==> src/rtl/nfifo_rr_sched_pkg.sv <==
`default_nettype none
// ============================================================================
//  Package     : nfifo_sched_pkg
//  Description : Shared state encodings and sizing helpers for the
//                round-robin FIFO read scheduler.
//  Revision    : 1.0 - initial release
// ============================================================================
package nfifo_sched_pkg;

    // Scheduler state: free arbitration or locked onto one FIFO mid-packet.
    typedef logic [0:0] state_t;
    localparam state_t ST_ARB  = 1'b0;
    localparam state_t ST_LOCK = 1'b1;

    // Bit position that marks the last flit of a packet.
    function automatic int tail_bit(input int w);
        return w - 1;
    endfunction

    // Index width needed to name one of n ports (never below one bit).
    function automatic int idx_width(input int n);
        int r;
        r = 1;
        for (int i = 1; i < 32; i++) begin
            if ((1 << i) < n) begin
                r = i + 1;
            end
        end
        return r;
    endfunction

endpackage
`default_nettype wire

==> src/rtl/nfifo_rr_sched_arbiter.sv <==
`default_nettype none
// ============================================================================
//  Module      : nrr_arbiter
//  Description : Combinational N-way round-robin select. Searches the
//                request vector starting one past the pointer, wrapping,
//                and returns a one-hot grant plus the granted index.
//  Revision    : 1.0 - initial release
// ============================================================================
module nrr_arbiter
    import nfifo_sched_pkg::*;
#(
    parameter int N  = 4,
    parameter int IW = idx_width(N)
) (
    input  logic [N-1:0]  req_i,
    input  logic [IW-1:0] ptr_i,
    output logic [N-1:0]  gnt_o,
    output logic [IW-1:0] idx_o,
    output logic          any_o
);

    logic [IW-1:0] w_k;

    // Walk the ports cyclically from ptr+1; the first requester wins.
    always_comb begin
        w_k   = ptr_i;
        gnt_o = '0;
        idx_o = '0;
        any_o = 1'b0;
        for (int off = 0; off < N; off++) begin
            if (w_k == IW'(N - 1)) begin
                w_k = '0;
            end else begin
                w_k = w_k + IW'(1);
            end
            if (!any_o && req_i[w_k]) begin
                any_o      = 1'b1;
                idx_o      = w_k;
                gnt_o[w_k] = 1'b1;
            end
        end
    end

endmodule
`default_nettype wire

==> src/rtl/nfifo_rr_sched.sv <==
`default_nettype none
// ============================================================================
//  Module      : nfifo_rr_sched
//  Description : Round-robin read scheduler sharing one output link among
//                N input FIFOs. Issues single-cycle read strobes, captures
//                the registered FIFO data one cycle later into a 2-entry
//                output buffer, and optionally locks onto one FIFO until a
//                tail flit passes so packets never interleave.
//  Revision    : 1.0 - initial release
// ============================================================================
module nfifo_rr_sched
    import nfifo_sched_pkg::*;
#(
    parameter int N        = 4,
    parameter int width    = 32,
    parameter int PKT_MODE = 1
) (
    input  logic                    clk_i,
    input  logic                    rst_i,
    input  logic [N-1:0]            fifo_empty_i,
    output logic [N-1:0]            fifo_read_o,
    input  logic [N*width-1:0]      fifo_data_i,
    output logic                    out_valid_o,
    input  logic                    out_ready_i,
    output logic [width-1:0]        out_data_o,
    output logic [idx_width(N)-1:0] out_src_o
);

    localparam int c_IW   = idx_width(N);
    localparam int c_TAIL = tail_bit(width);

    // Registered state
    logic [1:0]       occ_q,   occ_d;
    logic             pend_q,  pend_d;
    logic [c_IW-1:0]  sel_q,   sel_d;
    logic [c_IW-1:0]  ptr_q,   ptr_d;
    state_t           state_q, state_d;
    logic [width-1:0] buf0_q,  buf0_d;
    logic [width-1:0] buf1_q,  buf1_d;
    logic [c_IW-1:0]  src0_q,  src0_d;
    logic [c_IW-1:0]  src1_q,  src1_d;

    // Combinational helpers
    logic [width-1:0] w_cap_data;
    logic             w_cap_tail;
    logic             w_arb;
    logic [N-1:0]     w_req;
    logic [N-1:0]     w_gnt;
    logic [c_IW-1:0]  w_idx;
    logic             w_any;
    logic             w_pop;
    logic [2:0]       w_level;
    logic             w_room;
    logic             w_issue;

    assign out_valid_o = (occ_q != 2'd0);
    assign out_data_o  = buf0_q;
    assign out_src_o   = src0_q;
    assign w_pop       = out_valid_o & out_ready_i;

    // Select the read data of the FIFO strobed last cycle.
    always_comb begin
        w_cap_data = '0;
        for (int k = 0; k < N; k++) begin
            if (sel_q == c_IW'(k)) begin
                w_cap_data = fifo_data_i[k*width +: width];
            end
        end
    end

    // A tail arriving this cycle releases the lock immediately, so this
    // cycle already arbitrates freely.
    assign w_cap_tail = pend_q & w_cap_data[c_TAIL] & (PKT_MODE != 0);
    assign w_arb      = (state_q == ST_ARB) | w_cap_tail;

    // Build the eligible request set: all non-empty ports, or only the
    // locked port while a packet is in flight.
    always_comb begin
        w_req = '0;
        if (w_arb) begin
            w_req = ~fifo_empty_i;
        end else begin
            for (int k = 0; k < N; k++) begin
                if (sel_q == c_IW'(k)) begin
                    w_req[k] = ~fifo_empty_i[k];
                end
            end
        end
    end

    nrr_arbiter #(
        .N  (N),
        .IW (c_IW)
    ) u_arb (
        .req_i (w_req),
        .ptr_i (ptr_q),
        .gnt_o (w_gnt),
        .idx_o (w_idx),
        .any_o (w_any)
    );

    // Only strobe if the flit will still fit once it lands next cycle.
    assign w_level     = {1'b0, occ_q} + {2'b00, pend_q};
    assign w_room      = (w_level < (3'd2 + {2'b00, w_pop}));
    assign w_issue     = ~rst_i & w_room & w_any;
    assign fifo_read_o = {N{w_issue}} & w_gnt;

    // Next-state for arbitration, lock FSM and the 2-entry output buffer.
    always_comb begin
        pend_d  = w_issue;
        sel_d   = sel_q;
        ptr_d   = ptr_q;
        state_d = state_q;
        occ_d   = occ_q + {1'b0, pend_q} - {1'b0, w_pop};
        buf0_d  = buf0_q;
        buf1_d  = buf1_q;
        src0_d  = src0_q;
        src1_d  = src1_q;

        if (w_issue) begin
            sel_d = w_idx;
            ptr_d = w_idx;
        end

        if (PKT_MODE != 0) begin
            if (w_issue) begin
                state_d = ST_LOCK;
            end else if (w_cap_tail) begin
                state_d = ST_ARB;
            end
        end else begin
            state_d = ST_ARB;
        end

        if (w_pop) begin
            buf0_d = buf1_q;
            src0_d = src1_q;
            if (pend_q) begin
                if (occ_q == 2'd2) begin
                    buf1_d = w_cap_data;
                    src1_d = sel_q;
                end else begin
                    buf0_d = w_cap_data;
                    src0_d = sel_q;
                end
            end
        end else if (pend_q) begin
            if (occ_q == 2'd0) begin
                buf0_d = w_cap_data;
                src0_d = sel_q;
            end else begin
                buf1_d = w_cap_data;
                src1_d = sel_q;
            end
        end
    end

    // State registers; reset drops any pending read and buffered flits.
    always_ff @(posedge clk_i) begin
        if (rst_i) begin
            occ_q   <= 2'd0;
            pend_q  <= 1'b0;
            sel_q   <= '0;
            ptr_q   <= c_IW'(N - 1);
            state_q <= ST_ARB;
            buf0_q  <= '0;
            buf1_q  <= '0;
            src0_q  <= '0;
            src1_q  <= '0;
        end else begin
            occ_q   <= occ_d;
            pend_q  <= pend_d;
            sel_q   <= sel_d;
            ptr_q   <= ptr_d;
            state_q <= state_d;
            buf0_q  <= buf0_d;
            buf1_q  <= buf1_d;
            src0_q  <= src0_d;
            src1_q  <= src1_d;
        end
    end

endmodule
`default_nettype wire

==> config.mk <==
export PLATFORM = sky130hd
export DESIGN_NAME = nfifo_rr_sched
export DESIGN_NICKNAME = d
export VERILOG_FILES = /design/src/rtl/nfifo_rr_sched_pkg.sv /design/src/rtl/nfifo_rr_sched_arbiter.sv /design/src/rtl/nfifo_rr_sched.sv
export SDC_FILE = /design/constraint.sdc
export NUM_CORES = 1
export LEC_CHECK = 0
export BUFFER_PORTS_ARGS = -buffer_cell sky130_fd_sc_hd__buf_2
export CORE_UTILIZATION = 64
export DETAILED_ROUTE_END_ITERATION = 16
export PLACE_DENSITY = 0.91
export SLEW_MARGIN = 20
export SYNTH_ARGS = -nofsm -noshare
export SYNTH_HDL_FRONTEND = slang
export SYNTH_SLANG_ARGS = --single-unit
==> constraint.sdc <==
create_clock -name clk_i -period 10 [get_ports clk_i]
set_input_delay 0.5 -clock clk_i [delete_from_list [all_inputs] [get_ports clk_i]]
set_output_delay 0.5 -clock clk_i [all_outputs]
set_load 0.03 [all_outputs]
==> flow_metrics.tcl <==
set metrics [dict create \
    yosys.area.top_type "dfxtp_1" \
    synth_flop_cell "dfxtp_1" \
    post-route-period-util_pct 96.35 \
    port_buffers 203 \
    fmax_mhz 103.8 \
    post_cts_buffers 0 \
    drive_gt1_share_pct 18.35 \
    postCtsResizedCells 0 \
    crit_required_ns 9.50 \
    critPathKind "flop to primary output" \
    routed_wire_length_per_instance_um 25.38 \
    die_x_um 149.8 \
    final_cell_mix "nand2_1, nor2_1, buf_2" \
    yosys_warnings 0 \
    worst-path-max-fanout 24 \
    drc 0 \
    synth_fa_ha_area_share_pct 1.522 \
    ant_nets 0 \
    min_period_ns 9.635 \
    relSlewSlack_pct 25.22 \
    synth_simple_gate_area_share_pct 28.61 \
    root_buffer "clkbuf_16" \
    end_kind "primary output" \
    skew_ns 0.01265 \
    dpl-instance-area_um2 14890 \
    r2r_cells 22 \
    synth_edf_count 0 \
    synthXorXnorAreaFrac_pct 7.808 \
    postLayoutCellArea_um2 15590 \
    synth_top_area_share_pct 23.78 \
    dieArea_um2 22430 \
    syn_to_final_growth_pct 11.55 \
    clk_pin_slew_ns 0.07 \
    fin_cells 2245 \
    p_per_area_nw_per_um2 290.0 \
    whs_ns 0.4658 \
    cts_tree "built" \
    grt_pass1_vias 15180 \
    gp_congestion 1.120 \
    synth_nets 2009 \
    grt_util_met2_pct 75.44 \
    drt_iter0_drc 2975 \
    final_common_cell "nand2_1" \
    grt-busiest-layer "met2" \
    cts_max_level 4 \
    path_cells "nand3_2 -> buf_4 -> or4_1 -> nor4_1 -> nor3_1 -> nor2_1 -> nor4b_2 -> buf_4 -> and2_1 -> a21oi_1 -> ha_1 -> nand4_1 -> nor3_1 -> xor2_2 -> o211ai_1 -> or4_1 -> nor3_1 -> nand4_1 -> nor4b_1 -> nand3_1 -> a2111oi_0 -> nand4b_1 -> o22ai_1 -> buf_2" \
    finalMaxSlewViolations 0 \
    rrSetupSlack_ns 1.42 \
    clk_path_buf_depth 2 \
    postCtsHoldBufs 0 \
    cp.arrival_ns 9.14 \
    grt_pass1_wl_um 86820 \
    synthTopCellsByArea "dfxtp_1, nand2_1, nor2_1" \
    slowest_delay_ns 0.82 \
    start_util_pct 65.85 \
    syn_area_per_cell_um2 7.525 \
    async_reset_ff_share_pct 0 \
    max_cap_viol_count 0 \
    overflow 0 \
    synthCells 1857 \
    worst_slack_ns 0.3649 \
    via_per_inst 7.361 \
    crit_slowest_cell "or4_1" \
    synth_mux_area_share_pct 9.545 \
    synth_top_family_by_area "simple AND/OR/NAND/NOR gates" \
    numCtsBuffers 17 \
    clk_latency_ns 0.44 \
    crit_top_cell "nor3_1" \
    final_nets 2101 \
    outcome "completed" \
    io_pins 204 \
    hold_viol 0 \
    syn-cell-area_um2 13970 \
    synth_seq_cells 166 \
    coreArea_um2 21220 \
    numClockSinks 166 \
    rows 53 \
    ir_drop_mv 0.2945 \
    hold_depth 2 \
    die_h_um 149.8 \
    globalRouteTotalUtil_pct 50.83 \
    hp-class "flop to flop" \
    met3_usage_pct 20.09 \
    synth-compound-area-share_pct 23.48 \
    setup_viol 0 \
    first_pass_iters 7 \
    yosysSeqAreaShare_pct 23.78 \
    grt_antenna_before_repair 10 \
    vias 16530 \
    total_power_w 0.004520 \
    grt_max_degree 103 \
    routed_wl_um 56980 \
    p_leak_nw 5.588 \
    dp_slack_ns 0.8859 \
    place_inst 2205 \
    start_kind "flop" \
    hpwl_um 36900 \
    synthDistinctLibCells 101 \
    grtUsageMet1_pct 61.10 \
    worst_slew_pin_slew_ns 1.122 \
]
[worst paths after layout]
check             from              to
max reg2reg   sel_q[3]       sel_q[22]
max           sel_q[3]  fifo_read_o[2]
min reg2reg  src1_q[2]       src1_q[2]
min          src1_q[2]       src1_q[2]
[per-layer routing]
| metal | part of all wire (%) | up-vias |
|---|---|---|
| met1 | 36 | 7653 |
| li1 | - | 7069 |
| met2 | 43 | 1449 |
| met4 | 7.0 | 4 |
| met5 | 0.18 | - |
| met3 | 14 | 351 |
[stage by stage]
| stage | util, % | TNS [ns] |
|---|---|---|
| finish | 73.46 | 0 |
| global route | 73.40 | -0.07497 |
| CTS | 73.22 | 0 |
| detailed placement | 70.17 | 0 |
| global placement | 70.17 | 0 |
| floorplan | - | 0 |
[synth_stat cells, types with 7 or more instances]
library cell / number
o31a_1: 9
a211oi_1: 41
ha_1: 17
xnor2_1: 76
and2_1: 12
o22ai_1: 21
buf_1: 9
o21a_1: 13
and4_1: 14
xor2_1: 43
o31ai_1: 15
nor3_1: 56
and3_1: 23
dfxtp_1: 166
o221ai_1: 11
nor2_1: 224
nor4_1: 39
nand4_1: 43
or2_2: 10
nor2b_1: 8
mux4_2: 33
or4_1: 15
nand3b_1: 7
inv_1: 22
buf_2: 16
a31oi_1: 20
o21ai_0: 76
a21o_1: 15
mux2_2: 7
o21bai_1: 7
mux2i_1: 50
nand3_1: 48
or3_1: 14
nor4_2: 7
a21oi_1: 121
nand2b_1: 7
clkbuf_1: 112
nand2_1: 233
nor3b_1: 15
o211ai_1: 43
[critical path: cells and delay by family (launching register included)]
kind | cells | cell delay (ns)
buf+inv | 3 | 0.67
compound gates | 4 | 1.50
flops | 1 | 0.73
simple gates | 15 | 4.95
xor+xnor | 1 | 0.40
fa+ha+maj | 1 | 0.41
[power by group]
group          leakage (nW)  switching (W)  internal [W]  total [W]
registers              1.35       0.000199      0.000831    0.00103
clock network         0.316       0.000300      0.000438   0.000738
logic                  3.92        0.00192      0.000834    0.00275
total                  5.59        0.00242       0.00210    0.00452
[state kept, by name, indices dropped and copies added, names as in the netlist]
register	flops
out_src_o	32
sel_q	32
state_q	1
occ_q	2
src1_q	32
ptr_q	2
pend_q	1
out_data_o	32
buf1_q	32
[logic make-up after synthesis]
group                      after synthesis
and+or+nand+nor                        802
AOI/OAI and AO/OA                      485
muxes                                   91
xor gates and xnor gates               122
buffers and inverters                  174
DFF                                    166
adders and majority gates               17
[layout make-up]
class,count,area (µm²)
fillers,1470,5633
repair buffers,222,1161
clock inverters,12,190.2
well taps,275,344.1
inverters,25,97.59
flip-flops and latches,166,3329
diodes,8,20.02
clock buffers,20,456.7
multi-input cells,1517,9988
Power figures use the tool's default switching activity.
